`config.mk`:
```
export PLATFORM = sky130hd
export DESIGN_NAME = multicycle_controller
export DESIGN_NICKNAME = d
export VERILOG_FILES = /design/src/rtl/riscv_ctrl_pkg.sv /design/src/rtl/alu_decoder.sv /design/src/rtl/multicycle_controller.sv
export SDC_FILE = /design/constraint.sdc
export NUM_CORES = 1
export LEC_CHECK = 0
export CORE_MARGIN = 3
export CORE_UTILIZATION = 25
export DETAILED_ROUTE_END_ITERATION = 12
export GPL_ROUTABILITY_DRIVEN = 1
export PLACE_DENSITY = 0.62
export SYNTH_ARGS = -nofsm -noshare
export SYNTH_HDL_FRONTEND = slang
export SYNTH_HIERARCHICAL = 1
export SYNTH_SLANG_ARGS = --single-unit
```
`constraint.sdc`:
```
create_clock -name clk -period 1.56 [get_ports clk]
set_input_delay 0.156 -clock clk [delete_from_list [all_inputs] [get_ports clk]]
set_output_delay 0.156 -clock clk [all_outputs]
set_load 0.03 [all_outputs]
```
`src/rtl/riscv_ctrl_pkg.sv`:
```
// Shared encodings for the multicycle RISC-V controller:
// FSM states, opcodes, ALU operations and datapath mux selects.
package riscv_ctrl_pkg;

    typedef enum logic [3:0] {
        S_FETCH,
        S_DECODE,
        S_MEMADR,
        S_MEMREAD,
        S_MEMWB,
        S_MEMWRITE,
        S_EXECUTER,
        S_EXECUTEI,
        S_ALUWB,
        S_BRANCH,
        S_JAL
    } state_t;

    // Which family of ALU operation the current state needs.
    typedef enum logic [1:0] {
        CLS_ADD,
        CLS_BRANCH,
        CLS_OP
    } alu_cls_t;

    localparam logic [6:0] OP_LOAD   = 7'b0000011;
    localparam logic [6:0] OP_STORE  = 7'b0100011;
    localparam logic [6:0] OP_RTYPE  = 7'b0110011;
    localparam logic [6:0] OP_ITYPE  = 7'b0010011;
    localparam logic [6:0] OP_BRANCH = 7'b1100011;
    localparam logic [6:0] OP_JAL    = 7'b1101111;

    localparam logic [3:0] ALU_ADD  = 4'b0000;
    localparam logic [3:0] ALU_SUB  = 4'b0010;
    localparam logic [3:0] ALU_SLL  = 4'b0100;
    localparam logic [3:0] ALU_SLT  = 4'b0110;
    localparam logic [3:0] ALU_SRL  = 4'b1000;
    localparam logic [3:0] ALU_XOR  = 4'b1010;
    localparam logic [3:0] ALU_OR   = 4'b1100;
    localparam logic [3:0] ALU_AND  = 4'b1110;
    localparam logic [3:0] ALU_SRA  = 4'b1111;
    localparam logic [3:0] ALU_SLTU = 4'b1011;

    localparam logic [1:0] SRCA_PC    = 2'b00;
    localparam logic [1:0] SRCA_OLDPC = 2'b01;
    localparam logic [1:0] SRCA_RS1   = 2'b10;

    localparam logic [1:0] SRCB_RS2  = 2'b00;
    localparam logic [1:0] SRCB_IMM  = 2'b01;
    localparam logic [1:0] SRCB_FOUR = 2'b10;

    localparam logic [1:0] RES_ALUOUT = 2'b00;
    localparam logic [1:0] RES_RDATA  = 2'b01;
    localparam logic [1:0] RES_ALU    = 2'b10;

    localparam logic [2:0] IMM_I = 3'b000;
    localparam logic [2:0] IMM_S = 3'b001;
    localparam logic [2:0] IMM_B = 3'b010;
    localparam logic [2:0] IMM_J = 3'b011;

    // Immediate format implied by the opcode; R-type and unknown give 0.
    function automatic logic [2:0] imm_sel(input logic [6:0] op);
        logic [2:0] sel;
        sel = IMM_I;
        case (op)
            OP_STORE:  sel = IMM_S;
            OP_BRANCH: sel = IMM_B;
            OP_JAL:    sel = IMM_J;
            default:   sel = IMM_I;
        endcase
        return sel;
    endfunction

endpackage

```
`src/rtl/alu_decoder.sv`:
```
// Combinational ALU operation decoder, driven by the class of
// operation the controller state needs plus the instruction fields.
module alu_decoder
    import riscv_ctrl_pkg::*;
(
    input  alu_cls_t    cls_i,
    input  logic [2:0]  funct3_i,
    input  logic        funct7b5_i,
    input  logic        op5_i,
    output logic [3:0]  alu_control_o
);

    // Select ALU op: plain add, branch compare, or full funct3 decode.
    always_comb begin
        alu_control_o = ALU_ADD;
        unique case (cls_i)
            CLS_BRANCH: begin
                case (funct3_i[2:1])
                    2'b10:   alu_control_o = ALU_SLT;
                    2'b11:   alu_control_o = ALU_SLTU;
                    default: alu_control_o = ALU_SUB;
                endcase
            end
            CLS_OP: begin
                case (funct3_i)
                    3'b000: alu_control_o =
                        (op5_i && funct7b5_i) ? ALU_SUB : ALU_ADD;
                    3'b001: alu_control_o = ALU_SLL;
                    3'b010: alu_control_o = ALU_SLT;
                    3'b011: alu_control_o = ALU_SLTU;
                    3'b100: alu_control_o = ALU_XOR;
                    3'b101: alu_control_o =
                        funct7b5_i ? ALU_SRA : ALU_SRL;
                    3'b110: alu_control_o = ALU_OR;
                    default: alu_control_o = ALU_AND;
                endcase
            end
            default: alu_control_o = ALU_ADD;
        endcase
    end

endmodule

```
`src/rtl/multicycle_controller.sv`:
```
// Moore control FSM for a multicycle RV32I subset datapath
// (lw, sw, R/I ALU ops, conditional branches, jal).
module multicycle_controller
    import riscv_ctrl_pkg::*;
(
    input  logic        clk,
    input  logic        reset,
    input  logic [6:0]  op,
    input  logic [2:0]  funct3,
    input  logic        funct7b5,
    input  logic        zero,
    input  logic        less_than,
    output logic        pc_write,
    output logic        ir_write,
    output logic        reg_write,
    output logic        mem_write,
    output logic        adr_src,
    output logic [1:0]  alu_src_a,
    output logic [1:0]  alu_src_b,
    output logic [1:0]  result_src,
    output logic [2:0]  imm_src,
    output logic [3:0]  alu_control,
    output logic        illegal_op
);

    state_t   state_q;
    state_t   state_d;
    alu_cls_t alu_cls;
    logic     legal_op;
    logic     taken;
    logic     pc_write_s;
    logic     ir_write_s;
    logic     reg_write_s;
    logic     mem_write_s;
    logic     illegal_s;

    assign legal_op = (op == OP_LOAD)   || (op == OP_STORE)  ||
                      (op == OP_RTYPE)  || (op == OP_ITYPE)  ||
                      (op == OP_BRANCH) || (op == OP_JAL);

    // funct3[2] picks the less_than family, funct3[0] inverts,
    // and 010/011 never branch.
    assign taken = funct3[2] ? (less_than ^ funct3[0])
                 : funct3[1] ? 1'b0
                 : (zero ^ funct3[0]);

    // Next-state selection.
    always_comb begin
        state_d = S_FETCH;
        unique case (state_q)
            S_FETCH: state_d = S_DECODE;
            S_DECODE: begin
                case (op)
                    OP_LOAD,
                    OP_STORE:  state_d = S_MEMADR;
                    OP_RTYPE:  state_d = S_EXECUTER;
                    OP_ITYPE:  state_d = S_EXECUTEI;
                    OP_BRANCH: state_d = S_BRANCH;
                    OP_JAL:    state_d = S_JAL;
                    default:   state_d = S_FETCH;
                endcase
            end
            S_MEMADR: state_d = (op == OP_STORE) ? S_MEMWRITE : S_MEMREAD;
            S_MEMREAD:  state_d = S_MEMWB;
            S_EXECUTER: state_d = S_ALUWB;
            S_EXECUTEI: state_d = S_ALUWB;
            S_JAL:      state_d = S_ALUWB;
            default:    state_d = S_FETCH;
        endcase
    end

    // State register; reset drops any in-flight instruction.
    always_ff @(posedge clk or posedge reset) begin
        if (reset) begin
            state_q <= S_FETCH;
        end else begin
            state_q <= state_d;
        end
    end

    // Per-state datapath controls; anything not set stays 0.
    always_comb begin
        pc_write_s  = 1'b0;
        ir_write_s  = 1'b0;
        reg_write_s = 1'b0;
        mem_write_s = 1'b0;
        illegal_s   = 1'b0;
        adr_src     = 1'b0;
        alu_src_a   = SRCA_PC;
        alu_src_b   = SRCB_RS2;
        result_src  = RES_ALUOUT;
        imm_src     = IMM_I;
        alu_cls     = CLS_ADD;
        unique case (state_q)
            S_FETCH: begin
                ir_write_s = 1'b1;
                pc_write_s = 1'b1;
                alu_src_b  = SRCB_FOUR;
                result_src = RES_ALU;
            end
            S_DECODE: begin
                alu_src_a = SRCA_OLDPC;
                alu_src_b = SRCB_IMM;
                imm_src   = legal_op ? imm_sel(op) : IMM_I;
                illegal_s = ~legal_op;
            end
            S_MEMADR: begin
                alu_src_a = SRCA_RS1;
                alu_src_b = SRCB_IMM;
            end
            S_MEMREAD: begin
                adr_src = 1'b1;
            end
            S_MEMWB: begin
                result_src  = RES_RDATA;
                reg_write_s = 1'b1;
            end
            S_MEMWRITE: begin
                adr_src     = 1'b1;
                mem_write_s = 1'b1;
            end
            S_EXECUTER: begin
                alu_src_a = SRCA_RS1;
                alu_cls   = CLS_OP;
            end
            S_EXECUTEI: begin
                alu_src_a = SRCA_RS1;
                alu_src_b = SRCB_IMM;
                alu_cls   = CLS_OP;
            end
            S_ALUWB: begin
                reg_write_s = 1'b1;
            end
            S_BRANCH: begin
                alu_src_a  = SRCA_RS1;
                alu_cls    = CLS_BRANCH;
                pc_write_s = taken;
            end
            S_JAL: begin
                alu_src_a  = SRCA_OLDPC;
                alu_src_b  = SRCB_FOUR;
                pc_write_s = 1'b1;
            end
            default: begin
                illegal_s = 1'b0;
            end
        endcase
    end

    // Strobes are held low for as long as reset is high.
    assign pc_write   = pc_write_s  & ~reset;
    assign ir_write   = ir_write_s  & ~reset;
    assign reg_write  = reg_write_s & ~reset;
    assign mem_write  = mem_write_s & ~reset;
    assign illegal_op = illegal_s   & ~reset;

    alu_decoder u_alu_decoder (
        .cls_i         (alu_cls),
        .funct3_i      (funct3),
        .funct7b5_i    (funct7b5),
        .op5_i         (op[5]),
        .alu_control_o (alu_control)
    );

endmodule

```
==> results list, run 1 <==
* Gate Count Post-Synth: between 100 and 150
* Critical Path AT: 1.88 ns
* # rows: 18
* Count of different cell masters after synthesis: between 40 and 50
* Most common library cell in the layout ignoring fill and taps: sky130_fd_sc_hd__buf_6
* Most frequent cells in the layout: sky130_fd_sc_hd__buf_6, sky130_fd_sc_hd__buf_4, sky130_fd_sc_hd__clkdlybuf4s50_1
- For this run, the leading register cell type out of synthesis is sky130_fd_sc_hd__dfrtp_1.
- Worst path cell trace: or2b_1 > nor2_4 > ha_4 > nand2_4 > buf_6 > o21ai_2 > a21oi_2 > nor2_4 > buf_6
- In this run the worst path has a maximum fanout of 4.
- STA puts the critical path data required time at 1.40 ns.
- Final core utilization: 66.4%
- The cell area that synthesis handed to floorplanning was 726 sq um.
- Max-Cap Viols: 0
- Counting flops with a built-in enable in the synthesized netlist gives 0.
- Overall power consumption after layout is estimated at 1.59 mW.
* CP endpoint kind: output port
* Placed standard-cell area: 0.00128 sq mm
- Smallest hold slack: 0.461 ns
* Number of buffers inserted during clock tree synthesis: 3
- Detailed-placement wirelength estimate: between 1.5 and 2 mm
- Non-Filler Cell Area, Final: 0.00173 sq mm
* Switching share of total power: 45.7%
* Number of vias per cell after detailed routing: 5.25
- For this block, the routed nets add up to 3.10 mm of wire.
- Violations in the final reports: negative setup slack
* Register bit count reported by yosys: 4
- Global routing finished with a remaining overflow of 0.
- Nets@finish: a little under 200
- Mean cell area of the mapped netlist: about 6.9 sq um
* Share of total power in sequential cells: 8.3%
- Clock network fraction of total power: 8.2%
- TritonCTS built the clock tree.
- Total DRC errors in the routed layout: 0
- Summing the sequential cell areas from Yosys gives 13.8% of the chip area.
- Summed over all cells, the static leakage comes to 0.767 nW.
- In the final layout, the registers with the most flip-flops are state_q x4.
- Final total negative setup slack: -3.73 ns
* F_max: between 0.4 and 0.5 GHz
- Width of the die: 59.9 um
- The number of nets handed over by synthesis was 122.
* Clock slew at the register clock pins of the worst setup and hold paths: 0.04 ns
- The Yosys step of the flow raised 6 warnings.
- Fraction of final layout cells sized beyond drive strength 1: 61.2%
- CTS HTree Levels: 1
* First-pass GRT wire length: just over 4 mm
- The register with the most flip-flops in the final layout is state_q.
- Worst-case vdd ir drop: 0.00116 V
- In this run the power density over the cells is 919 mW/mm^2.
* Largest stage delay on the critical path: 0.38 ns
- The number of failing hold endpoints at the final stage was 0.
- RSZ-0062 raised after global routing: true
- The clock reaches the later pin of the worst-skew pair after 0.24 ns.
* Fin worst setup slack: -0.476 ns
* Skew final: 0.00161 ns
- Final period utilization: 131%
- I/O pin total: 34
* Die Outline Area: around 0.0036 sq mm
* Number of buffers on the longest clock path: 2
* Critical path's slowest cell: sky130_fd_sc_hd__dfrtp_1
- Layout Cells excl Fill: between 200 and 250
* Root cell of the clock tree: sky130_fd_sc_hd__clkbuf_4
* Router iterations before antenna repair: 4
- Final setup fails: 16
* Max FFs per register: 4
- Average routed wire per standard cell: 14.9 um
- The initial antenna violation count is 0.
- PortBufs: 32
- Result of the run: complete, but fails checks
- The final-report max-slew violation count is 0.
- Antenna cell count: 0
- DP Worst Slack: -0.606 ns
- Antenna viol nets, final: 0
- Including well taps, the total number of placed cells is 187.
- The smallest clock period supported by the final layout is computed as 2.04 ns.
- Initial Util: 27.8%
* Vias post-DR: approximately 1100
- Area growth from synthesis to layout: 139%
* Ys async rst share: 100%
- Clk sinks: 4
- Entering global routing, the biggest net connects 12 pins.
- The core region is ~0.0026 sq mm.
- Vias in the first global route: 1003
* GR Util All Layers: approximately 15%
- Combinational logic is responsible for 83.5% of the overall power.
- The worst setup path is launched from a flip-flop.
- The internal portion of the total power is 0.866 mW.
* CP Class: flip-flop to output port
* Global placer's final weighted congestion: 0.752
* Min-delay worst type: input pin to asynchronous set/reset pin
- From bottom edge to top edge, the die measures ~60 um.
* DRC violation total after the first TritonRoute iteration: 27
- Summed over all nets, the switching power comes to around 0.73 mW.
==> metal layers <==
layer	vias to the layer above	part of all wire, %	GRT usage [%]
met1	521	38	16.8
met5	-	0	0
met3	10	4.4	1.51
met4	0	1.9	7.59
li1	525	-	-
met2	35	56	28.1
==> kinds of logic after synthesis <==
group,synth area share (%)
other cells,0.517
fa+ha+maj,3.45
buf+inv,10.3
compound gates,21.0
xor+xnor,4.83
flops,13.8
simple gates,46.0
==> critical path, delay by kind of cell, from the launching register on <==
family,cells,cell delay (ns)
AOI/OAI and AO/OA,2,0.21
and+or+nand+nor,4,0.59
DFF,1,0.38
buffers and inverters,2,0.26
adders and majority gates,1,0.19
==> power groups by stage <==
stage               combinational, mW  clock [mW]  sequential [mW]
floorplan                       0.534           0            0.133
CTS                              1.00       0.134            0.132
finish                           1.33       0.130            0.133
detailed placement              0.864           0            0.136
global route                     1.41       0.145            0.134
global placement                0.861           0            0.136
==> worst paths after layout <==
| path | start | to | slack [ns] | cells after the start |
|---|---|---|---|---|
| max in group asynchronous | reset | state_q[2]$_DFF_PP0_ | 1.00 | 3 |
| worst min register to register | state_q[0]$_DFF_PP0_ | state_q[0]$_DFF_PP0_ | 0.73 | 3 |
| min in group clk | op[4] | state_q[2]$_DFF_PP0_ | 0.71 | 4 |
| worst max-delay path | state_q[3]$_DFF_PP0_ | alu_control[0] | -0.48 | 9 |
| worst max register to register | state_q[2]$_DFF_PP0_ | state_q[3]$_DFF_PP0_ | -0.18 | 9 |
| worst min-delay path | reset | state_q[3]$_DFF_PP0_ | 0.46 | 3 |
==> layout make-up <==
cell class | count | area [sq um]
Clock buffer | 3 | 22.5
Fill cell | 206 | 878
Inverter | 5 | 21.3
Multi-Input combinational cell | 89 | 816
Sequential cell | 4 | 100
Tap cell | 30 | 37.5
Timing Repair Buffer | 77 | 737
==> Yosys cell counts, types with 3 or more instances <==
| cell type | n | area [sq um] |
|---|---|---|
| sky130_fd_sc_hd__a21oi_1 | 8 | 40.0 |
| sky130_fd_sc_hd__a31oi_1 | 4 | 25.0 |
| sky130_fd_sc_hd__and3_1 | 5 | 31.3 |
| sky130_fd_sc_hd__buf_2 | 3 | 15.0 |
| sky130_fd_sc_hd__buf_6 | 3 | 33.8 |
| sky130_fd_sc_hd__dfrtp_1 | 4 | 100 |
| sky130_fd_sc_hd__inv_1 | 5 | 18.8 |
| sky130_fd_sc_hd__nand2_1 | 9 | 33.8 |
| sky130_fd_sc_hd__nand2b_1 | 4 | 25.0 |
| sky130_fd_sc_hd__nor2_1 | 16 | 60.1 |
| sky130_fd_sc_hd__nor3_1 | 5 | 25.0 |
| sky130_fd_sc_hd__o21ai_0 | 4 | 20.0 |
==> what timing repair did <==
| item | 4_1_cts | 5_1_grt |
|---|---|---|
| resized for setup | 45 | 46 |
| cloned | 0 | 0 |
| pin swaps | 14 | 17 |
| setup endpoints to repair | 12 | 20 |
| hold buffers | 0 | 0 |
| hold endpoints to repair | 0 | 0 |
| setup buffers | 9 | 13 |
No activity file was read; power rests on OpenSTA's default activity.
==> run 2: changes to the inputs <==
--- a/config.mk
+++ b/config.mk
@@ -5,11 +5,12 @@
 export SDC_FILE = /design/constraint.sdc
 export NUM_CORES = 1
 export LEC_CHECK = 0
+export ABC_AREA = 1
 export CORE_MARGIN = 3
 export CORE_UTILIZATION = 25
 export DETAILED_ROUTE_END_ITERATION = 12
 export GPL_ROUTABILITY_DRIVEN = 1
-export PLACE_DENSITY = 0.62
+export PLACE_DENSITY = 0.64
 export SYNTH_ARGS = -nofsm -noshare
 export SYNTH_HDL_FRONTEND = slang
 export SYNTH_HIERARCHICAL = 1
==> run 2 against run 1 <==
- the flow still finishes with violations (negative setup slack)
- first-iteration DRC count down 48%
- register-to-register slack better by 0.39 ns
- sequential cell count unchanged
- design area down 22%
- wire length down 23%
- setup slack better by 0.30 ns
- critical path type unchanged
- clock-buffer cell count unchanged
- largest power group unchanged
- synthesized cell count up 15%
- clock skew up 0.0017 ns
==> results list, run 2 <==
- The detailed-routing iteration count for the pre-antenna-repair pass was 4 (unchanged).
* Count of hold buffers inserted by post-cts repair: 0 (unchanged)
- Most common library cells after synthesis: sky130_fd_sc_hd__nand2_1, sky130_fd_sc_hd__inv_1, sky130_fd_sc_hd__nand3_1, sky130_fd_sc_hd__nor2_1, sky130_fd_sc_hd__a21oi_1 (was sky130_fd_sc_hd__nor2_1, sky130_fd_sc_hd__nand2_1, sky130_fd_sc_hd__a21oi_1).
* CTS HTree Levels: 1 (unchanged)
* Power, Total: 1.28 mW (was 1.59 mW)
- The setup slack of the critical path after layout came to -0.173 ns (was -0.476 ns).
* Global placer's final weighted congestion: 0.805 (was 0.752)
- Number of buffers on the longest clock path: 2 (unchanged)
- Critical path's slowest cell: sky130_fd_sc_hd__dfrtp_1 (unchanged)
- Clock insertion delay at the later pin of the skew report: 0.24 ns (about the same)
- The most common cell after layout, fill and taps aside is sky130_fd_sc_hd__nand2_1 (was sky130_fd_sc_hd__buf_6).
* Worst setup path startpoint: state_q[2]$_DFF_PP0_ (was state_q[3]$_DFF_PP0_)
- Placed standard-cell area: 0.00104 sq mm (was 0.00128 sq mm)
- I/O pin total: 34 (unchanged)
- Number of vias per cell after detailed routing: 4.75 (was 5.25)
* Cell type with the highest aggregate area in the netlist: sky130_fd_sc_hd__nand2_1 (was sky130_fd_sc_hd__dfrtp_1)
- Largest cells by area after synthesis: sky130_fd_sc_hd__nand2_1, sky130_fd_sc_hd__dfrtp_1, sky130_fd_sc_hd__inv_1 (was sky130_fd_sc_hd__dfrtp_1, sky130_fd_sc_hd__nor2_1, sky130_fd_sc_hd__a21oi_1)
- The highest clock rate came to 0.577 GHz (was 0.491 GHz).
- CP endpoint kind: output port (unchanged)
* Violations in the final reports: negative setup slack (unchanged)
- The worst min-delay path category is input pin to flip-flop (was input pin to asynchronous set/reset pin).
* Final period utilization: 111% (was 131%)
- The register containing the most flip-flops in the final layout is state_q (unchanged).
* Number of antenna violations at the first check in global routing: 0 (unchanged)
* Pin count of the biggest net entering global routing: 9 (was 12)
- The number of placement rows came to 17 (was 18).
- The number of enable flip-flop cells after synthesis is 0 (unchanged).
* Worst reg2reg path depth: 8 (was 9)
- The clock tree root buffer cell was sky130_fd_sc_hd__clkbuf_4 (unchanged).
- The total congestion overflow after global routing came to 0 (unchanged).
- Among the stages of the critical path, the cell type that occurs most often is sky130_fd_sc_hd__buf_6.
- Vias post-DR: 973 (was 1091)
* Biggest fanout along the worst timing path: 5 (was 4)
- Number of nets produced by synthesis: 138 (was 122)
- The number of instances in the synthesized netlist came to 121 (was 105).
- Average routed wire per standard cell: 11.7 um (was 14.9 um)
- The post-synthesis async set-or-reset flop share came to 100% (unchanged).
* Final setup fails: 12 (was 16)
* Endpoints failing hold: 0 (unchanged)
* CP Class: flip-flop to output port (unchanged)
- The final design instance area without fill was 0.00136 sq mm (was 0.00173 sq mm).
- The max-capacitance violation count is 0 (unchanged).
- First-pass GRT wire length: 3.46 mm (was 4.13 mm)
- The sequential fraction of the synthesis area was 15.5% (was 13.8%).
* Instance count after placement with tap cells included: 191 (was 187)
- Time the worst path needs with I/O delays and setup: 1.73 ns (was 2.04 ns)
* Worst path cell trace: inv_2 > buf_4 > nand2_4 > buf_6 > nor2_4 > buf_6 > o21ai_1 > nand2_1 > buf_6 (was or2b_1 > nor2_4 > ha_4 > nand2_4 > buf_6 > o21ai_2 > a21oi_2 > nor2_4 > buf_6)
* Vias in the first global route: 870 (was 1003)
* Number of buffers inserted during clock tree synthesis: 3 (unchanged)
- The worst hold slack across all endpoints is 0.346 ns (was 0.461 ns).
- Power density normalized to cell area: 938 mW/mm^2 (was 919 mW/mm^2)
- The worst vdd rail ir drop was 0.000921 V (was 0.00116 V).
- GR Util All Layers: 13.1% (was 15.1%)
* DP Worst Slack: -0.0580 ns (was -0.606 ns)
- Final total negative setup slack: -1.38 ns (was -3.73 ns)
* DRC violation total after the first TritonRoute iteration: 14 (was 27)
* Antenna viol nets, final: 0 (unchanged)
* Vertical extent of the die: 56.9 um (was 59.9 um)
- The origin of the critical flop-to-flop path is state_q[2]$_DFF_PP0_ (unchanged).
- Clk sinks: 4 (unchanged)
* Skew final: 0.00330 ns (was 0.00161 ns)
- The count of different cell masters after synthesis was 19 (was 41).
- Post-Syn Area: 647 sq um (was 726 sq um)
* Synthesis warning total: 6 (unchanged)
* Final core utilization: 58.2% (was 66.4%)
- Worst flop-to-flop path endpoint: state_q[2]$_DFF_PP0_ (was state_q[3]$_DFF_PP0_)
- The initial cell density of the core came to 27.6% (was 27.8%).
* R2R Setup Slk: 0.21 ns (was -0.18 ns)
* Max FFs per register: 4 (unchanged)
* Result of the run: complete, but fails checks (unchanged)
- Mean cell area of the mapped netlist: 5.35 sq um (was 6.91 sq um)
- Total DRC errors in the routed layout: 0 (unchanged)
- The startpoint type of the worst setup path is a flip-flop (unchanged).
* Slew Limit Fails: 0 (unchanged)
* Reported leakage power: 0.674 nW (was 0.767 nW)
- Predominant post-synthesis flop cell: sky130_fd_sc_hd__dfrtp_1 (unchanged)
- Most frequent cells in the layout: sky130_fd_sc_hd__nand2_1, sky130_fd_sc_hd__buf_4, sky130_fd_sc_hd__buf_6 (was sky130_fd_sc_hd__buf_6, sky130_fd_sc_hd__buf_4, sky130_fd_sc_hd__clkdlybuf4s50_1)
* Antenna cell count: 0 (unchanged)
* Endpoint required time on the critical path: 1.40 ns (about the same)
- RSZ-0062 raised after global routing: true (unchanged)
- The standard cell core area was 0.00234 sq mm (was 0.00261 sq mm).
- The sum of net half-perimeters after detailed placement was 1.60 mm (was 1.87 mm).
- The number of port buffers is 32 (unchanged).
* Die Outline Area: 0.00323 sq mm (was 0.00359 sq mm)
- The critical path data arrival time was 1.58 ns (was 1.88 ns).
* Area growth from synthesis to layout: 110% (was 139%)
- The share of post-route cells with drive strength above 1 is 52.0% (was 61.2%).
- The number of synthesized register bits came to 4 (unchanged).
- Most repeated cell in the gate-level netlist after synthesis: sky130_fd_sc_hd__nand2_1 (was sky130_fd_sc_hd__nor2_1)
* TritonCTS clock tree: built (unchanged)
- The number of non-filler instances in the completed layout came to 205 (was 208).
- The final-stage net count was 196 (was 197).
* Worst setup path endpoint: alu_src_b[0] (was alu_control[0])
- Fraction of post-synthesis cell area in the top cell type by area: 22.6% (was 13.8%)
- Wirelength, routed: 2.40 mm (was 3.10 mm)
* Largest registers: state_q x4 (unchanged)
* Width of the die: 56.9 um (was 59.9 um)
- The delay contributed by the slowest stage of the critical path came to 0.41 ns (was 0.38 ns).
- The register clock-pin slew on the reported worst setup and hold paths was 0.04 ns (about the same).
==> run 2: cell types whose count changed in the layout (fill, tap and decap cells not counted), sizes merged, moves of 3 or more <==
cell / change
nand4: +4
inv: +20
a31oi: -4
nand2b: -4
and3: -6
nand2: +33
nor3: -3
buf: -25
nand3: +9
==> run 2: how the worst min path moves through the flow <==
stage,startpoint,to,slack (ns),cells after the start
4_1_cts,reset,state_q[3]$_DFF_PP0_,0.36,3
3_5_place_dp,reset,state_q[3]$_DFF_PP0_,0.59,3
6_report,op[5],state_q[0]$_DFF_PP0_,0.35,6
2_1_floorplan,reset,state_q[0]$_DFF_PP0_,-0.07,1
3_3_place_gp,reset,state_q[3]$_DFF_PP0_,0.60,3
5_1_grt,op[5],state_q[0]$_DFF_PP0_,0.45,6
==> run 2: kinds of logic after synthesis <==
family | share of synthesized area [%]
other | 0.580
buffers and inverters | 15.7
AND/OR/NAND/NOR | 54.7
flip-flops | 15.5
AO/OA/AOI/OAI | 9.67
adder cells (fa/ha/maj) | 3.87
==> run 2: cell type report <==
cell class / instances / area (sq um)
fill: 209 / 978
multi-input combinational: 91 / 606
timing repair buffer: 54 / 503
sequential: 4 / 101
inverter: 25 / 93.8
tap: 28 / 35.0
clock buffer: 3 / 22.5
==> run 2: what timing repair did <==
item | in CTS | in global routing
setup buffers | 4 | 7
gates resized for setup | 34 | 39
pin swaps | 7 | 16
endpoints found under the setup margin | 12 | 16
cloned | 0 | 0
==> run 2: critical path: cells and delay by family, from the launching register on <==
kind | cells | cell delay [ns]
compound gates | 1 | 0.05
buf+inv | 5 | 0.58
flops | 1 | 0.41
simple gates | 3 | 0.30
==> run 2: routing by layer <==
layer	GRT usage, %	part of all wire (%)
met5	0	0
met4	6.29	1.8
met3	0.690	5.8
met2	25.1	54
met1	14.4	39
==> run 2: power by group <==
group | switching [mW] | total [mW] | internal [mW]
registers | 0.0250 | 0.151 | 0.126
clock network | 0.0412 | 0.127 | 0.0859
logic | 0.563 | 1.00 | 0.437
total | 0.629 | 1.28 | 0.649
